===== src/rtl/operand_sequencer.sv =====
// operand_sequencer: sends A..D on a shared bus after start, waits for valid, returns result or timeout (optional SEQ_PROTOCOL_CHECK_EN adds proto_err)
module operand_sequencer #(
  parameter int WIDTH     = 8,
  parameter int RES_WIDTH = 16,
  parameter int TIMEOUT   = 8
) (
  input  logic                 clock,
  input  logic                 rst,
  input  logic                 req_valid,
  output logic                 req_ready,
  input  logic [WIDTH-1:0]     req_a,
  input  logic [WIDTH-1:0]     req_b,
  input  logic [WIDTH-1:0]     req_c,
  input  logic [WIDTH-1:0]     req_d,
  output logic                 start,
  output logic [WIDTH-1:0]     data_out,
  input  logic                 valid,
  input  logic [RES_WIDTH-1:0] result,
  output logic                 resp_valid,
  input  logic                 resp_ready,
  output logic [RES_WIDTH-1:0] resp_result,
  output logic                 resp_timeout,
  output logic                 busy
`ifdef SEQ_PROTOCOL_CHECK_EN
  ,
  output logic                 proto_err
`endif
);
  localparam int CW = (TIMEOUT > 1) ? $clog2(TIMEOUT) : 1;
  localparam logic [CW-1:0] LAST = CW'(TIMEOUT - 1);
  localparam logic [2:0] IDLE       = 3'd0;
  localparam logic [2:0] SEND_A     = 3'd1;
  localparam logic [2:0] SEND_B     = 3'd2;
  localparam logic [2:0] SEND_C     = 3'd3;
  localparam logic [2:0] SEND_D     = 3'd4;
  localparam logic [2:0] WAIT_VALID = 3'd5;
  localparam logic [2:0] RESPOND    = 3'd6;

  logic [2:0]           state_q, state_d;
  logic [WIDTH-1:0]     a_q, a_d, b_q, b_d, c_q, c_d, d_q, d_d;
  logic [RES_WIDTH-1:0] res_q, res_d;
  logic                 to_q, to_d;
  logic [CW-1:0]        cnt_q, cnt_d;
  logic                 idle, timing_out;

  // Unused encodings behave exactly like IDLE so the FSM recovers on its own
  assign idle         = (state_q == IDLE) || (state_q > RESPOND);
  assign timing_out   = (state_q == WAIT_VALID) && !valid && (cnt_q == LAST);
  assign req_ready    = idle;
  assign busy         = !idle;
  assign start        = state_q == SEND_A;
  assign data_out     = (state_q == SEND_A) ? a_q :
                        (state_q == SEND_B) ? b_q :
                        (state_q == SEND_C) ? c_q :
                        (state_q == SEND_D) ? d_q : '0;
  assign resp_valid   = state_q == RESPOND;
  assign resp_result  = resp_valid ? res_q : '0;
  assign resp_timeout = resp_valid & to_q;

  // Next-state, operand capture, wait counter and result latch
  always_comb begin
    state_d = state_q;
    a_d     = a_q;
    b_d     = b_q;
    c_d     = c_q;
    d_d     = d_q;
    res_d   = res_q;
    to_d    = to_q;
    cnt_d   = cnt_q;
    case (state_q)
      SEND_A: state_d = SEND_B;
      SEND_B: state_d = SEND_C;
      SEND_C: state_d = SEND_D;
      SEND_D: begin
        cnt_d   = '0;
        state_d = WAIT_VALID;
      end
      WAIT_VALID: begin
        if (valid) begin
          res_d   = result;
          to_d    = 1'b0;
          state_d = RESPOND;
        end else if (cnt_q == LAST) begin
          res_d   = '0;
          to_d    = 1'b1;
          state_d = RESPOND;
        end else begin
          cnt_d = cnt_q + CW'(1);
        end
      end
      RESPOND: state_d = resp_ready ? IDLE : RESPOND;
      default: begin
        state_d = req_valid ? SEND_A : IDLE;
        if (req_valid) begin
          a_d = req_a;
          b_d = req_b;
          c_d = req_c;
          d_d = req_d;
        end
      end
    endcase
  end

  // State registers with asynchronous clear
  always_ff @(posedge clock or posedge rst) begin
    if (rst) begin
      state_q <= IDLE;
      a_q     <= '0;
      b_q     <= '0;
      c_q     <= '0;
      d_q     <= '0;
      res_q   <= '0;
      to_q    <= 1'b0;
      cnt_q   <= '0;
    end else begin
      state_q <= state_d;
      a_q     <= a_d;
      b_q     <= b_d;
      c_q     <= c_d;
      d_q     <= d_d;
      res_q   <= res_d;
      to_q    <= to_d;
      cnt_q   <= cnt_d;
    end
  end

`ifdef SEQ_PROTOCOL_CHECK_EN
  logic pe_q, pe_d;
  assign proto_err = pe_q;
  // Sticky flag: stray valid outside WAIT_VALID, or a timeout abort
  always_comb begin
    pe_d = pe_q | (valid && (state_q != WAIT_VALID)) | timing_out;
  end
  // Protocol error flag register, cleared only by reset
  always_ff @(posedge clock or posedge rst) begin
    if (rst) pe_q <= 1'b0;
    else     pe_q <= pe_d;
  end
`endif
endmodule


===== config.mk =====
export PLATFORM = sky130hd
export DESIGN_NAME = operand_sequencer
export DESIGN_NICKNAME = d
export VERILOG_FILES = /design/src/rtl/operand_sequencer.sv
export SDC_FILE = /design/constraint.sdc
export NUM_CORES = 1
export LEC_CHECK = 0
export BUFFER_PORTS_ARGS = -buffer_cell sky130_fd_sc_hd__buf_2
export CAP_MARGIN = 10
export CORE_MARGIN = 2
export CORE_UTILIZATION = 30
export DETAILED_ROUTE_END_ITERATION = 10
export PLACE_DENSITY_LB_ADDON = 0.25
export SYNTH_ARGS = -nofsm -noshare
export SYNTH_HDL_FRONTEND = slang
export SYNTH_SLANG_ARGS = --single-unit

===== constraint.sdc =====
create_clock -name clock -period 2.31 [get_ports clock]
set_clock_uncertainty 0.15 [all_clocks]
set_input_delay 0.462 -clock clock [delete_from_list [all_inputs] [get_ports clock]]
set_output_delay 0.462 -clock clock [all_outputs]
set_load 0.005 [all_outputs]

==> impl_metrics.json <==
{
  "status": "finished, final reports clean",
  "design_area_sq_um": 3286,
  "cts_resized": 0,
  "h-tree-depth": 2,
  "yosys-top-cells-area": "dfrtp_1 (54%), mux2_2 (18%), a22o_1 (7.2%)",
  "stdcell_count": 397,
  "cts_buffer_depth": 2,
  "critPathCaptureType": "output pin",
  "core_sq_um": 8258,
  "synth_edf_count": 0,
  "grt_use_total_pct": 12.64,
  "avgSynthCellArea_sq_um": 12.49,
  "initial_core_util_pct": 31.00,
  "yosys_register_bits": 55,
  "fin_crit_sh_pct": 95.69,
  "yosysTopAreaCell": "dfrtp_1",
  "layout-drive-gt1-share_pct": 53.08,
  "wire_per_inst_um": 14.47,
  "yosysWarnings": 0,
  "rows": 33,
  "insertion_delay_ns": 0.30,
  "hold_class": "primary input to asynchronous set/reset pin",
  "fin_nets": 347,
  "tightest_slew_ns": 0.4871,
  "grt_max_degree": 36,
  "combPwrFrac_pct": 44.5,
  "die_area_sq_um": 9288,
  "postCtsSetupBuffers": 0,
  "clkTransAtPathRegs_ns": 0.10,
  "diodes": 0,
  "met2_length_um": 2297,
  "rsz0062_at_grt": "true",
  "pwr-share-clk_pct": 14.5,
  "drv_slew": 0,
  "hold_viol": 0,
  "multi_input_area_sq_um": 1109,
  "viasPerCell": 4.645,
  "switchingPower_uw": 1365,
  "dieHeight_um": 96.38,
  "synth_area_sq_um": 2560,
  "die_w_um": 96.38,
  "topRoutingLayerUsed": "met4",
  "regArea_sq_um": 1378,
  "placed_area_sq_um": 3134,
  "cts-hold-fix-buffers": 0,
  "grt_pass1_wl_um": 9066,
  "critPathKind": "flop to output pin",
  "path_max_fanout": 8,
  "synth_nets": 260,
  "cts_tree": "built",
  "cts_num_sinks": 55,
  "place_congestion": 0.7084,
  "min_period_ns": 2.210,
  "clock.fmax_ghz": 0.4524,
  "power.internal_uw": 2850,
  "seq_area_frac_synth_pct": 53.76,
  "cp.required_ns": 1.70,
  "final_util_pct": 39.79,
  "num_vias": 1844,
  "io_pins": 82,
  "power.density_nw_per_um2": 1283,
  "p_seq_share_pct": 40.9,
  "placedCellCount": 390,
  "finalSetupTns_ns": 0,
  "cts-root-buf": "clkbuf_8",
  "fillCellCount": 829,
  "drt_iter0_drc": 78,
  "cts_buffers": 5,
  "grt_pass1_vias": 1858,
  "dr_wl_met3_um": 555,
  "grt_remaining_overflow": 0,
  "synth.most_common_cell": "dfrtp_1",
  "antenna_found_initial": 0,
  "dr.pass1.iters": 4,
  "synth_top_area_share_pct": 53.76,
  "antenna_left": 0,
  "crit_arrival_ns": 1.60,
  "maxSlewHeadroom_pct": 67.07,
  "max_cap_viol_count": 0,
  "routed_wl_um": 5746,
  "holdWs_ns": 0.02437,
  "total_leakage_power_uw": 0.001572,
  "synthArstFlopShare_pct": 100.0,
  "ir_drop_v": 0.0006219,
  "dp_hpwl_um": 4088,
  "setup_viol": 0,
  "drc": 0,
  "start_kind": "flop",
  "io_buffers": 81,
  "areaGrowthSynthToFinish_pct": 28.35,
  "wl_met1_um": 2851,
  "synthFlopType": "dfrtp_1",
  "p_sw_share_pct": 32.39,
  "synth_common_cells": "dfrtp_1 (55), mux2_2 (41), a22o_1 (21), and2_1 (17), nand2_1 (12)",
  "synthDistinctLibCells": 28,
  "synthCells": 205
}
## path summary, 6_finish.rpt
kind | cells past startpoint | from | endpoint | slack, ns
min reg2reg | 1 | res_q[3]$_DFFE_PP0P_ | res_q[3]$_DFFE_PP0P_ | 0.35
min | 2 | rst | d_q[5]$_DFFE_PP0P_ | 0.02
min in group clock | 2 | result[10] | res_q[10]$_DFFE_PP0P_ | 0.23
max | 5 | state_q[0]$_DFFE_PP0P_ | data_out[7] | 0.1
max in group asynchronous | 3 | rst | state_q[1]$_DFFE_PP0P_ | 1.42
max reg2reg | 5 | state_q[0]$_DFFE_PP0P_ | d_q[6]$_DFFE_PP0P_ | 0.29
## layout make-up
class	count	share of cell area, %
sequential	55	41.93
multi-input combinational	130	33.74
timing repair buffer	95	16.64
tap	105	3.998
clock buffer	6	2.209
clock inverter	1	0.9139
inverter	5	0.5712
## flip-flops by register name, summed over array words and instances, names as in the netlist
name and count:
cnt_q 3, res_q 16, to_q 1, b_q 8, c_q 8, a_q 8, d_q 8, state_q 3
## through the flow
step / total power [uW] / worst slack (ns)
2_1_floorplan: 2944 / 0.3551
3_3_place_gp: 3495 / 0.3483
3_5_place_dp: 3525 / 0.3298
4_1_cts: 4152 / 0.003532
5_1_grt: 4558 / 0.0001796
6_report: 4215 / 0.09967
## cells by family (layout without fill, tap and decap cells)
group                    after synthesis  in the layout  synth area share [%]
flip-flops                            55             55                 53.76
buffers and inverters                 20            107                 4.350
XOR/XNOR                               1              1                0.3422
AND/OR/NAND/NOR                       40             40                 8.700
adder cells (fa/ha/maj)                2              2                0.9774
multiplexers                          42             42                 18.43
AO/OA/AOI/OAI                         45             45                 13.44
## layout by cell type, fill, tap and decap left out, drive strengths merged, types with 2 or more instances in the layout
cell | netlist | final
o21ai | 10 | 10
nand2 | 12 | 12
inv | 5 | 5
mux2 | 41 | 41
a22o | 21 | 21
and2 | 17 | 17
nand3 | 2 | 2
buf | 9 | 95
clkbuf | 6 | 6
ha | 2 | 2
a21oi | 3 | 3
a22oi | 8 | 8
dfrtp | 55 | 55
## power groups by stage
stage,combinational [uW],clock [uW],sequential (uW)
2_1_floorplan,1320,0,1620
3_3_place_gp,1780,0,1710
3_5_place_dp,1800,0,1730
4_1_cts,1810,636,1710
5_1_grt,2090,679,1790
6_report,1880,613,1730
## routing by layer
layer	up-vias	global-route usage (%)
met5	-	0
met4	0	3.169
met3	5	3.801
met2	71	18.81
met1	863	18.01
li1	905	-
## critical path, stage by stage, from the launching register on
cell and delay (ns):
dfrtp_1 0.41, buf_4 0.18, mux2_2 0.34, a22oi_1 0.15, o21ai_1 0.09, buf_2 0.13
(Power assumes the default switching activity.)
